===== src/rtl/cell_pos_streamer.sv =====
`default_nettype none
// ============================================================================
// Module      : cell_pos_streamer
// Description : Read-side sequencer for one per-cell position memory.
//               On start, reads the particle count from address 0, then streams
//               every particle record (addresses 1..N) to the force pipeline
//               over a valid/ready interface. A small first-word-fall-through
//               FIFO with credit-limited read issue absorbs the 2-cycle memory
//               read latency under backpressure.
// Ports       : clock, rst_n          - clock / async active-low reset
//               start, busy, done     - control handshake
//               particle_count        - clamped count read from address 0
//               mem_*                 - single-port cell memory (read only)
//               out_data/id/last      - particle beat payload
//               out_valid, out_ready  - downstream valid/ready handshake
// Revision    : 1.0 - initial release
// ============================================================================
module cell_pos_streamer #(
    parameter int DATA_WIDTH   = 96,
    parameter int PARTICLE_NUM = 220,
    parameter int ADDR_WIDTH   = 8,
    parameter int FIFO_DEPTH   = 4
) (
    input  logic                  clock,
    input  logic                  rst_n,
    input  logic                  start,
    output logic                  busy,
    output logic                  done,
    output logic [ADDR_WIDTH-1:0] particle_count,
    output logic [ADDR_WIDTH-1:0] mem_address,
    output logic                  mem_rden,
    output logic                  mem_wren,
    output logic [DATA_WIDTH-1:0] mem_data,
    input  logic [DATA_WIDTH-1:0] mem_q,
    output logic [DATA_WIDTH-1:0] out_data,
    output logic [ADDR_WIDTH-1:0] out_id,
    output logic                  out_last,
    output logic                  out_valid,
    input  logic                  out_ready
);

    localparam int PTR_W     = (FIFO_DEPTH > 1) ? $clog2(FIFO_DEPTH) : 1;
    localparam int CNT_W     = $clog2(FIFO_DEPTH + 1);
    localparam int CRD_W     = $clog2(FIFO_DEPTH + 3) + 1;
    localparam int MAX_COUNT = PARTICLE_NUM - 1;
    // The count is compared over the whole posx field so that values wider
    // than the address (e.g. 300) clamp instead of wrapping.
    localparam int COUNT_W   = (DATA_WIDTH < 32) ? DATA_WIDTH : 32;

    typedef enum logic [2:0] {
        S_IDLE     = 3'd0,
        S_CNT_RD   = 3'd1,
        S_CNT_WAIT = 3'd2,
        S_STREAM   = 3'd3,
        S_DRAIN    = 3'd4
    } state_t;

    state_t                 state;
    logic                   wait_second;
    logic [ADDR_WIDTH-1:0]  next_addr;

    // Read pipeline tags, aligned with mem_q at stage 2.
    logic                   s1_valid, s2_valid;
    logic [ADDR_WIDTH-1:0]  s1_id, s2_id;
    logic                   s1_last, s2_last;

    // Output FIFO.
    logic [DATA_WIDTH-1:0]  fifo_data [FIFO_DEPTH];
    logic [ADDR_WIDTH-1:0]  fifo_id   [FIFO_DEPTH];
    logic                   fifo_last [FIFO_DEPTH];
    logic [PTR_W-1:0]       fifo_wr_ptr, fifo_rd_ptr;
    logic [CNT_W-1:0]       fifo_count;

    logic                   push, pop, issue, credit_ok;
    logic [CRD_W-1:0]       credit_used;
    logic [COUNT_W-1:0]     raw_count;
    logic [ADDR_WIDTH-1:0]  clamped_count;

    // ------------------------------------------------------------------------
    // Combinational datapath
    // ------------------------------------------------------------------------
    assign out_valid = (fifo_count != '0);
    assign out_data  = fifo_data[fifo_rd_ptr];
    assign out_id    = fifo_id[fifo_rd_ptr];
    assign out_last  = fifo_last[fifo_rd_ptr];

    assign pop  = out_valid && out_ready;
    assign push = s2_valid;

    // Every word already buffered or still in the read pipeline holds a slot.
    // A pop this cycle frees its slot immediately, so the check subtracts it.
    assign credit_used = CRD_W'(fifo_count) + CRD_W'(s1_valid) + CRD_W'(s2_valid)
                         - CRD_W'(pop);
    assign credit_ok   = (credit_used < CRD_W'(FIFO_DEPTH));
    assign issue       = (state == S_STREAM) && credit_ok;

    assign mem_rden    = (state == S_CNT_RD) || issue;
    assign mem_address = issue ? next_addr : '0;
    assign mem_wren    = 1'b0;
    assign mem_data    = '0;

    assign raw_count     = mem_q[COUNT_W-1:0];
    assign clamped_count = (raw_count > COUNT_W'(MAX_COUNT)) ? ADDR_WIDTH'(MAX_COUNT)
                                                             : raw_count[ADDR_WIDTH-1:0];

    // ------------------------------------------------------------------------
    // Control FSM
    // ------------------------------------------------------------------------
    always_ff @(posedge clock or negedge rst_n) begin
        if (!rst_n) begin
            state          <= S_IDLE;
            wait_second    <= 1'b0;
            next_addr      <= '0;
            busy           <= 1'b0;
            done           <= 1'b0;
            particle_count <= '0;
        end else begin
            done <= 1'b0;
            case (state)
                S_IDLE: begin
                    // A start coinciding with the done pulse is ignored.
                    if (start && !done) begin
                        state <= S_CNT_RD;
                        busy  <= 1'b1;
                    end
                end
                S_CNT_RD: begin
                    state       <= S_CNT_WAIT;
                    wait_second <= 1'b0;
                end
                S_CNT_WAIT: begin
                    if (!wait_second) begin
                        wait_second <= 1'b1;
                    end else begin
                        particle_count <= clamped_count;
                        if (clamped_count == '0) begin
                            done  <= 1'b1;
                            busy  <= 1'b0;
                            state <= S_IDLE;
                        end else begin
                            next_addr <= ADDR_WIDTH'(1);
                            state     <= S_STREAM;
                        end
                    end
                end
                S_STREAM: begin
                    if (issue) begin
                        next_addr <= next_addr + 1'b1;
                        if (next_addr == particle_count) begin
                            state <= S_DRAIN;
                        end
                    end
                end
                S_DRAIN: begin
                    if (pop && out_last && !s1_valid && !s2_valid) begin
                        done  <= 1'b1;
                        busy  <= 1'b0;
                        state <= S_IDLE;
                    end
                end
                default: state <= S_IDLE;
            endcase
        end
    end

    // ------------------------------------------------------------------------
    // Read tag pipeline and output FIFO
    // ------------------------------------------------------------------------
    always_ff @(posedge clock or negedge rst_n) begin
        if (!rst_n) begin
            s1_valid    <= 1'b0;
            s1_id       <= '0;
            s1_last     <= 1'b0;
            s2_valid    <= 1'b0;
            s2_id       <= '0;
            s2_last     <= 1'b0;
            fifo_wr_ptr <= '0;
            fifo_rd_ptr <= '0;
            fifo_count  <= '0;
            for (int i = 0; i < FIFO_DEPTH; i++) begin
                fifo_data[i] <= '0;
                fifo_id[i]   <= '0;
                fifo_last[i] <= 1'b0;
            end
        end else begin
            s1_valid <= issue;
            s1_id    <= next_addr;
            s1_last  <= (next_addr == particle_count);
            s2_valid <= s1_valid;
            s2_id    <= s1_id;
            s2_last  <= s1_last;

            if (push) begin
                fifo_data[fifo_wr_ptr] <= mem_q;
                fifo_id[fifo_wr_ptr]   <= s2_id;
                fifo_last[fifo_wr_ptr] <= s2_last;
                fifo_wr_ptr <= (fifo_wr_ptr == PTR_W'(FIFO_DEPTH - 1)) ? '0
                                                                       : fifo_wr_ptr + 1'b1;
            end
            if (pop) begin
                fifo_rd_ptr <= (fifo_rd_ptr == PTR_W'(FIFO_DEPTH - 1)) ? '0
                                                                       : fifo_rd_ptr + 1'b1;
            end
            fifo_count <= fifo_count + CNT_W'(push) - CNT_W'(pop);
        end
    end

endmodule
`default_nettype wire


===== config.mk =====
export PLATFORM = sky130hd
export DESIGN_NAME = cell_pos_streamer
export DESIGN_NICKNAME = d
export VERILOG_FILES = /design/src/rtl/cell_pos_streamer.sv
export SDC_FILE = /design/constraint.sdc
export NUM_CORES = 1
export LEC_CHECK = 0
export BUFFER_PORTS_ARGS = -buffer_cell sky130_fd_sc_hd__buf_2
export CAP_MARGIN = 20
export CORE_MARGIN = 4
export CORE_UTILIZATION = 59
export DETAILED_ROUTE_END_ITERATION = 8
export MAX_ROUTING_LAYER = met4
export PLACE_DENSITY_LB_ADDON = 0.25
export SLEW_MARGIN = 20
export SYNTH_ARGS = -nofsm -noshare
export SYNTH_HDL_FRONTEND = slang
export SYNTH_SLANG_ARGS = --single-unit

===== constraint.sdc =====
create_clock -name clock -period 7.8 [get_ports clock]
set_clock_uncertainty 0.05 [all_clocks]
set_input_delay 1.17 -clock clock [delete_from_list [all_inputs] [get_ports clock]]
set_output_delay 1.17 -clock clock [all_outputs]
set_load 0.02 [all_outputs]

== Yosys cells after proc, flatten, opt, wreduce, memory -nomap -nowiden ==
Cells that the tools add are included.

* Register bits: 469
* Latch bits: 0
* Memory bits (writable): 0
* Bits in read-only memories: 0
* Output and inout port bits: 222
* Memories: 0

* Add/sub/neg operators: 8
* Multiply operators: 0
* Divide/modulo/power cells: 0
* Order comparisons: 5
* Eq/ne operators: 14
* Shifts and indexed selects: 0
* Multiplexer cells: 43
* Bitwise gates (word level): 2
* Reduce and logical (&&, ||, !) cells: 21

{| class="wikitable"
|+ Operators with widths
! operator !! number
|-
| 384-bit bitwise mux || 1
|-
| 96-bit 2-to-1 mux || 3
|-
| 96-bit binary-select mux with 2-bit select || 1
|-
| 96-bit demux with 2-bit select || 1
|-
| 8-bit 2-to-1 mux || 8
|-
| 32-bit bitwise mux || 1
|-
| 32-bit by 8-bit > comparator with 1-bit output, second input constant || 1
|-
| 8-bit binary-select mux with 2-bit select || 1
|-
| 8-bit demux with 2-bit select || 1
|-
| 8-bit one-hot mux with 2 select lines || 1
|-
| 3-bit 2-to-1 mux || 5
|-
| 3-bit one-hot mux with 5 select lines || 1
|-
| 2-bit inequality test, second input constant || 6
|-
| 1-bit 2-to-1 mux || 10
|-
| 5-bit AND reduction || 2
|-
| 8-bit by 1-bit adder with 8-bit output, second input constant || 1
|-
| 8-bit equality test || 1
|-
| 8-bit zero test || 1
|-
| 1-bit logical AND || 7
|-
| 3-bit by 2-bit equality test with 1-bit output, second input constant || 2
|-
| 3-bit >= comparator, second input constant || 2
|-
| 2-bit 2-to-1 mux || 3
|-
| 2-bit inverter with 3-bit output || 2
|-
| 3-bit nonzero test || 2
|-
| other kinds (23) || 29
|}

== Logic depth before layout (Yosys ltp) ==
Gate-level depths: netlist of run 1.

* Word-level depth: 9
* Gate-level depth with buffers: 13
* Depth with buffers taken out: 12

== Least setup slack after synthesis of run 1 ==
No wires, ideal clock.

* Kind: input to output
* From: input port out_ready
* To: output port mem_address[1]
* Data arrival time: 2.955 ns
* Data required time: 6.580 ns
* Slack: 3.625 ns
* Cell stages on the path: 11
* Cell sequence: nand2_1 > inv_1 > ha_1 > inv_1 > ha_1 > nand3_1 > and3_1 > o31ai_4 > inv_2 > buf_2 > and2_1

* Cells in the longest elaborated chain, start to end: 5

{| class="wikitable"
|+ Ends and longest elaborated chain
! item !! line !! source
|-
| start, declared || 39 || <nowiki>input logic out_ready</nowiki>
|-
| 1-bit logical AND || 87 || <nowiki>assign pop = out_valid && out_ready;</nowiki>
|-
| via pop || 74 || <nowiki>logic push, pop, issue, credit_ok;</nowiki>
|-
| 4-bit by 1-bit subtractor with 4-bit output || 93 || <nowiki>- CRD_W'(pop);</nowiki>
|-
| 4-bit by 3-bit < comparator with 1-bit output || 94 || <nowiki>assign credit_ok = (credit_used < CRD_W'(FIFO_DEPTH));</nowiki>
|-
| 1-bit logical AND || 95 || <nowiki>assign issue = (state == S_STREAM) && credit_ok;</nowiki>
|-
| via issue || 74 ||
|-
| 8-bit 2-to-1 mux || 98 || <nowiki>assign mem_address = issue ? next_addr : '0;</nowiki>
|-
| end, declared || 30 || <nowiki>output logic [ADDR_WIDTH-1:0] mem_address,</nowiki>
|}

The timed path passes the listed nets, and every way through them passes these cells.

== Worst setup path after layout of run 1 ==
* From: register fifo_count[1]
* To: output port mem_address[2]

* Cells in the longest elaborated chain, start to end: 6
* Elaborated cells on any way between the ends: 8

{| class="wikitable"
|+ Ends and longest elaborated chain
! item !! line !! source
|-
| start, declared || 72 || <nowiki>logic [CNT_W-1:0] fifo_count;</nowiki>
|-
| start signal, assigned || 204 || <nowiki>fifo_count <= fifo_count + CNT_W'(push) - CNT_W'(pop);</nowiki>
|-
| 3-bit nonzero test || 82 || <nowiki>assign out_valid = (fifo_count != '0);</nowiki>
|-
| 1-bit logical AND || 87 ||
|-
| via pop || 74 ||
|-
| 4-bit by 1-bit subtractor with 4-bit output || 93 ||
|-
| 4-bit by 3-bit < comparator with 1-bit output || 94 ||
|-
| 1-bit logical AND || 95 ||
|-
| 8-bit 2-to-1 mux || 98 ||
|}

The timed path passes the listed nets, and every way through them passes these cells.

==> impl_results.md, run 1 <==
- CTS Buffer Depth: 3
- Worst Path Max Fanout: 11
- Placeable core region: 34800 sq um
- Length of the first detailed-routing pass in iterations: 6
- Sequential-to-total area share from yosys stat: between 50% and 60%
- Simple logic cell fraction of the synthesized area: approximately 2.2%
- Via count normalized by instance count: about 5.7
- Total clock sinks: roughly 470
- Vias in the first global route: between 10000 and 15000
- Resized cells post-CTS: 0
- Post-route DRC: 0
- Class of the tightest hold or removal check: register to register
- Hold-fix buffer count after cts: 0
- Total via count in the routed design: between 10000 and 15000
- Final standard cell utilization of the core: between 60% and 70%
- TritonCTS clock tree: done
- Critical path arrival: between 3 and 4 ns
- Slew at the pin closest to its max-slew limit: between 1 and 1.5 ns
- Final slew viol count: 0
- Top-Level Pins: 322
- Category of the worst setup path capture point: output pin
- Post-synthesis cell type count: 46
- Port-buffer cells: roughly 220
- Synth top area cells: sky130_fd_sc_hd__dfrtp_1 56%, sky130_fd_sc_hd__mux2_2 22%, sky130_fd_sc_hd__mux4_2 11%, sky130_fd_sc_hd__buf_4 3.5%, sky130_fd_sc_hd__buf_2 0.77%
- DIE HEIGHT: between 150 and 200 um
- Power after layout: roughly 11 mW
- Pin count of the biggest net entering global routing: around 180
- Most common flop cell mapped by yosys: sky130_fd_sc_hd__dfrtp_1
- EDFF count, synth: 0
- Placed wire-length estimate: approximately 26 mm
- Share of synthesized registers carrying an async set or reset: 100%
- Final Hold Fails: 0
- Top post-synthesis cells by count: 469 x sky130_fd_sc_hd__dfrtp_1, 413 x sky130_fd_sc_hd__mux2_2, 105 x sky130_fd_sc_hd__mux4_2
- Average wire length per cell after detail routing: roughly 21 um
- Setup TNS Final: 0 ns
- Number of placement rows: about 70
- Number of buffers inserted during clock tree synthesis: between 40 and 50
- Warnings from Yosys: 0
- Ordered cell list for the critical path: or3_1, nand2_1, inv_1, ha_1, inv_1, ha_1, nand3_1, and3_1, o31ai_4, inv_2, and2_1, buf_2
- Cells after synthesis: 1333
- Horiz. Die Dim: 196 um
- Synth Cell Area: 20900 sq um
- Area of all placed cells without fillers: around 24000 sq um
- LEAKAGE: approximately 11 nW
- Starting density of the core: 60.1%
- Later-pin clock latency in the skew report: 0.57 ns
- Total wire length after detailed routing: approximately 42 mm
- Number of storage elements in the synthesis netlist: between 400 and 500
- CTS root buf: sky130_fd_sc_hd__clkbuf_16
- Share of synthesized cell area in full adder, half adder and majority cells: less than 1%
- Layout Area Growth over Synthesis: 13.2%
- Compound-Gate Fraction of Synth Area: under 10%
- Xor/xnor share of the synthesized area: less than 1%
- Multiplexer area fraction after synthesis: between 30 and 40%
- Top cell type by total area after synthesis: sky130_fd_sc_hd__dfrtp_1
- Area share of the leading cell type in the synthesized netlist: between 50 and 60%
- Highest ir drop seen on vdd: ~0.29 mV
- Startpoint types: register
- Weighted congestion reported at the end of routability-driven placement: about 0.8
- Pwr/cell area: 461 nW/um^2
- Number of nets in the layout: between 1500 and 2000
- Minimum period implied by the final worst setup slack: 4.77 ns
- H-Tree Depth: 2
- Combinational family with the most area after synthesis: multiplexers
- Wire length of the first global-routing pass: 68.2 mm
- Top delay family on crit path: simple AND/OR/NAND/NOR gates
- Final count of negative-setup-slack endpoints: 0
- DRT antenna net count: 0
- Worst slew margin relative to its limit: a little over 30%
- Remaining global-route overflow: 0
- Area post-placement: 22100 sq um
- Result of the run: completed
- Required time of the critical path: 6.58 ns
- Slowest cell on the critical path: sky130_fd_sc_hd__o31ai_4
- Most frequent cell after synthesis: sky130_fd_sc_hd__dfrtp_1
- Die ar.: about 39000 sq um
- Mean area per synthesized cell: 15.7 sq um
- Max capacitance violation total: 0
- Register clock-pin slew on the reported worst setup and hold paths: approximately 0.060 ns
- Unrepaired setup endpoints after global routing: no
- Global-route usage over all layers: between 20% and 30%
- Number of antenna violations at the first check in global routing: 1
- Buffering stage count on the worst path with inverters included: 4
- Initial detailed-routing violation count: between 400 and 500
- Proportion of layout cells with a drive suffix above 1: 53.0%
- Crit Path Category: register to output pin
- Maximum clock rate: 0.210 GHz
- Buffers inserted during post-CTS setup optimization: 0
- Layout fillers: approximately 2400
- Ratio of final minimum period to clock period: roughly 61%
- Max stage delay on crit path: between 0.4 and 0.5 ns
[sequential cells by signal, indices dropped and copies added (netlist names)]
name            flops
busy                1
done                1
fifo_count          3
fifo_data         384
fifo_id            32
fifo_last           4
fifo_rd_ptr         2
fifo_wr_ptr         2
next_addr           8
particle_count      8
push                1
s1_id               8
s1_last             1
s1_valid            1
s2_id               8
s2_last             1
state               3
wait_second         1
[metal layers]
metal	global-route usage, %	vias to the layer above	part of all wire [%]
met3	4.98	67	5.9
met4	5.35	0	2.1
met2	35.6	284	49
li1	-	5122	-
met5	-	-	0
met1	31.1	6067	43
[area by class of cell]
| type | count | area (sq um) | share of cell area [%] |
|---|---|---|---|
| Multi-Input combinational cell | 772 | 8470 | 35.8 |
| Clock buffer | 77 | 1470 | 6.22 |
| Sequential cell | 469 | 11700 | 49.6 |
| Inverter | 19 | 71.3 | 0.301 |
| Tap cell | 455 | 569 | 2.40 |
| Timing Repair Buffer | 234 | 1260 | 5.34 |
| Antenna cell | 1 | 2.50 | 0.0106 |
| Clock inverter | 12 | 88.8 | 0.375 |
[kinds of logic (layout without fill, tap and decap cells)]
kind of cell,count (synthesis),count (layout)
AOI/OAI and AO/OA,49,49
xor gates and xnor gates,9,9
adders and majority gates,13,13
buffers and inverters,188,342
DFF,469,469
muxes,520,520
other,1,98
and+or+nand+nor,84,84
[per-stage QoR]
stage | worst slack (ns) | hold WS (ns) | std cells
6_report | 3.03 | 0.298 | 2039
5_1_grt | 2.83 | 0.301 | 2039
4_1_cts | 2.99 | 0.300 | 2037
3_5_place_dp | 3.21 | 0.286 | 1948
3_3_place_gp | 3.25 | 0.282 | 1948
2_1_floorplan | 3.63 | 0.281 | 1429
[power by group]
group          internal [mW]  switching, mW
clock network           1.33          0.919
registers               3.59          0.656
logic                   2.28           2.15
total                   7.20           3.73
[worst paths after layout]
| kind | startpoint | to | slack (ns) | depth (start not counted) |
|---|---|---|---|---|
| max in group asynchronous | rst_n | fifo_id[18]$_DFFE_PN0P_ | 5.91 | 2 |
| min in group asynchronous | rst_n | fifo_data[338]$_DFFE_PN0P_ | 0.47 | 1 |
| min | s1_id[6]$_DFF_PN0_ | s2_id[6]$_DFF_PN0_ | 0.30 | 0 |
| max | fifo_count[1]$_DFF_PN0_ | mem_address[2] | 3.03 | 12 |
| min reg2reg | s1_id[6]$_DFF_PN0_ | s2_id[6]$_DFF_PN0_ | 0.30 | 0 |
| max reg2reg | fifo_rd_ptr[1]$_DFFE_PN0P_ | busy$_DFFE_PN0P_ | 4.59 | 5 |
[worst reg2reg max path: cells and delay by family, from the launching register on]
kind	cells	cell delay [ns]
AO/OA/AOI/OAI	2	0.39
AND/OR/NAND/NOR	1	0.38
flip-flops	1	0.97
multiplexers	1	0.47
buffers and inverters	1	0.83
[layout by cell type (no fill, tap or decap), types with 6 or more instances in the layout]
cell                        netlist  final
sky130_fd_sc_hd__ha_1            12     12
sky130_fd_sc_hd__nand2_1         27     23
sky130_fd_sc_hd__clkbuf_16        0     51
sky130_fd_sc_hd__clkbuf_1         9     16
sky130_fd_sc_hd__inv_1           18     18
sky130_fd_sc_hd__clkinv_2         0     10
sky130_fd_sc_hd__dfrtp_1        469    467
sky130_fd_sc_hd__xnor2_1          9      9
sky130_fd_sc_hd__o21ai_0         17     17
sky130_fd_sc_hd__mux4_2         105    105
sky130_fd_sc_hd__and3_1           7      7
sky130_fd_sc_hd__nor2_1          13     13
sky130_fd_sc_hd__buf_2           32    223
sky130_fd_sc_hd__nor4_1           6      6
sky130_fd_sc_hd__a21oi_1          6      6
sky130_fd_sc_hd__and2_1           6      6
sky130_fd_sc_hd__clkbuf_8         0     10
sky130_fd_sc_hd__buf_4           97      6
sky130_fd_sc_hd__conb_1           1     97
sky130_fd_sc_hd__mux2_2         413    413
Note: power is estimated with default switching activity, not from simulation.
==> inputs of run 2 (changes only) <==
--- a/config.mk
+++ b/config.mk
@@ -8,7 +8,7 @@
 export BUFFER_PORTS_ARGS = -buffer_cell sky130_fd_sc_hd__buf_2
 export CAP_MARGIN = 20
 export CORE_MARGIN = 4
-export CORE_UTILIZATION = 59
+export CORE_UTILIZATION = 52
 export DETAILED_ROUTE_END_ITERATION = 8
 export MAX_ROUTING_LAYER = met4
 export PLACE_DENSITY_LB_ADDON = 0.25
==> constraint.sdc (replaced) <==
create_clock -name clock -period 4 [get_ports clock]
set_clock_uncertainty 0.05 [all_clocks]
set_input_delay 0.6 -clock clock [delete_from_list [all_inputs] [get_ports clock]]
set_output_delay 0.6 -clock clock [all_outputs]
set_load 0.02 [all_outputs]
==> impl_results.md, run 2 (same netlist as run 1, synthesis figures left out) <==
- Result of the run: completed
- Slew at the pin closest to its max-slew limit: 0.994 ns (-0.0471 ns)
- GR met1 Demand/Resource: 27.8% (-3.3 points)
- Layout fillers: 3038 (+28%)
- Max reg flops: 384 (unchanged)
- Global-route usage over all layers: 20.7% (-2.0 points)
- Initial detailed-routing violation count: 576 (+34%)
- Later-pin clock latency in the skew report: 0.56 ns (about the same)
- Proportion of layout cells with a drive suffix above 1: 54.4% (+1.4 points)
- Number of buffers inserted during clock tree synthesis: 48 (-2.0%)
- Minimum period implied by the final worst setup slack: between 3 and 4 ns
- Commonest cells after routing, fill and taps aside: 466 x sky130_fd_sc_hd__dfrtp_1, 413 x sky130_fd_sc_hd__mux2_2, 223 x sky130_fd_sc_hd__buf_2, 105 x sky130_fd_sc_hd__mux4_2, 97 x sky130_fd_sc_hd__conb_1
- Starting density of the core: 52.7% (-7.5 points)
- Port-buffer cells: 224 (unchanged)
- Non-filler instance count after layout: 2125 (+4.2%)
- Total wire length after detailed routing: 43.9 mm (+4.3%)
- Number of nets in the layout: 1677 (+1.1%)
- TritonCTS clock tree: done
- CTS Buffer Depth: 3 (unchanged)
- Wire length of the first global-routing pass: 70.6 mm (+3.5%)
- Pin count of the biggest net entering global routing: 108 (-39%)
- Top flop regs: fifo_data x384, fifo_id x32
- Horiz. Die Dim: 209 um (+6.3%)
- Setup TNS Final: 0 ns (unchanged)
- Weighted congestion reported at the end of routability-driven placement: 0.778 (-3.1%)
- Crit Path Category: register to output pin
- Number of instances in the placed design: 2035 (+4.5%)
- Number of antenna violations at the first check in global routing: 0 (-1)
- Power after layout: 21.5 mW (+96%)
- Final count of negative-setup-slack endpoints: 0 (unchanged)
- Max capacitance violation total: 0 (unchanged)
- Placed wire-length estimate: 28.4 mm (+9.7%)
- Category of the worst setup path capture point: output pin
- Remaining global-route overflow: 0 (unchanged)
- Post-route DRC: 0 (unchanged)
- Pwr/cell area: 894 nW/um^2 (+94%)
- Final standard cell utilization of the core: 60.4% (-7.7 points)
- Met2 Usage GRT: 34.1% (-1.5 points)
- Area of all placed cells without fillers: 24000 sq um (+1.3%)
- Area post-placement: 22400 sq um (+1.5%)
- Antenna cells: 0 (-1)
- Final Hold Fails: 0 (unchanged)
- Routing layer with the top usage in global route: met2
- Total via count in the routed design: 11700 (+1.2%)
- Ordered cell list for the critical path: or3_4, nand2_2, inv_1, ha_1, inv_1, ha_1, nand3_2, and3_4, o31ai_4, inv_2, and2_1, buf_2
- Most frequent standard cell in the layout excluding fill and tap cells: sky130_fd_sc_hd__dfrtp_1
- Placeable core region: 39700 sq um (+14%)
- Worst slack at placement: 0.387 ns (-2.82 ns)
- Min Hold Slack: 0.0400 ns (-0.258 ns)
- Unrepaired setup endpoints after global routing: no
- Worst Path Max Fanout: 8 (-3)
- Layout Area Growth over Synthesis: 14.7%
- CTS root buf: sky130_fd_sc_hd__clkbuf_16
- H-Tree Depth: 2 (unchanged)
- DIE HEIGHT: 209 um (+6.3%)
- DRT antenna net count: 0 (unchanged)
- Worst slew margin relative to its limit: 33.7% (+3.1 points)
- Critical path arrival: 3.16 ns (-0.39 ns)
- Slowest cell on the critical path: sky130_fd_sc_hd__dfrtp_2
- Number of placement rows: 73 (+7.4%)
- Required time of the critical path: 3.35 ns (-3.23 ns)
- Startpoint types: register
- Top-Level Pins: 322 (unchanged)
- Hold-fix buffer count after cts: 0 (unchanged)
- Top delay family on crit path: simple AND/OR/NAND/NOR gates
- Average wire length per cell after detail routing: 20.7 um (about the same)
- Final slew viol count: 0 (unchanged)
- Register clock-pin slew on the reported worst setup and hold paths: 0.06 ns (about the same)
- Vias in the first global route: 12700 (+0.85%)
- Final setup slack of the worst path: 0.185 ns (-2.84 ns)
- Length of the first detailed-routing pass in iterations: 4 (-2)
- Die ar.: 43500 sq um (+13%)
- Max stage delay on crit path: 0.44 ns (about the same)
- Class of the tightest hold or removal check: input port to asynchronous set/reset pin
- Maximum clock rate: ~0.26 GHz
- Buffering stage count on the worst path with inverters included: 4 (unchanged)
- Via count normalized by instance count: 5.50 (-2.9%)
- Top reg by flops: fifo_data
- Highest ir drop seen on vdd: 0.548 mV (+86%)
- Ratio of final minimum period to clock period: about 95%
- Total clock sinks: 469 (unchanged)
- Met3 layer usage reported by global route: 3.27% (-1.7 points)
- LEAKAGE: 10.8 nW (+1.1%)
## run 2: layout make-up
type | instances | area [sq um] | share of cell area (%)
Inverter | 19 | 71.3 | 0.297
Sequential cell | 469 | 11700 | 48.9
Tap cell | 525 | 657 | 2.74
Timing Repair Buffer | 254 | 1520 | 6.33
Clock inverter | 22 | 163 | 0.678
Multi-Input combinational cell | 772 | 8500 | 35.4
Clock buffer | 64 | 1340 | 5.60
## run 2: per-layer routing
metal | part of all wire [%] | up-vias
met5 | 0 | -
met4 | 1.4 | 0
met3 | 4.5 | 54
met2 | 51 | 242
met1 | 43 | 6217
li1 | - | 5169
## run 2: repair_timing
action / in CTS / in global routing
resized for setup: 1 / 9
buffers inserted: 4 / 0
setup endpoints to repair: 8 / 8
pin swaps: 2 / 1
cloned: 0 / 0
## run 2: power by group
part	leakage [nW]	switching [mW]	internal [mW]	total [mW]
logic	4.48	4.26	4.61	8.87
registers	5.56	1.30	7.00	8.30
clock network	0.760	1.81	2.48	4.29
## run 2: worst paths after layout
path / from / end / slack, ns / cells past startpoint
min reg2reg: s1_id[0]$_DFF_PN0_ / s2_id[0]$_DFF_PN0_ / 0.30 / 0
max reg2reg: fifo_count[1]$_DFF_PN0_ / next_addr[4]$_DFFE_PN0P_ / 1.14 / 13
min in group clock: mem_q[69] / fifo_data[261]$_DFFE_PN0P_ / 0.26 / 2
min: rst_n / particle_count[2]$_DFFE_PN0P_ / 0.04 / 1
max in group asynchronous: rst_n / fifo_data[344]$_DFFE_PN0P_ / 2.82 / 2
max: fifo_count[1]$_DFF_PN0_ / mem_address[7] / 0.19 / 12
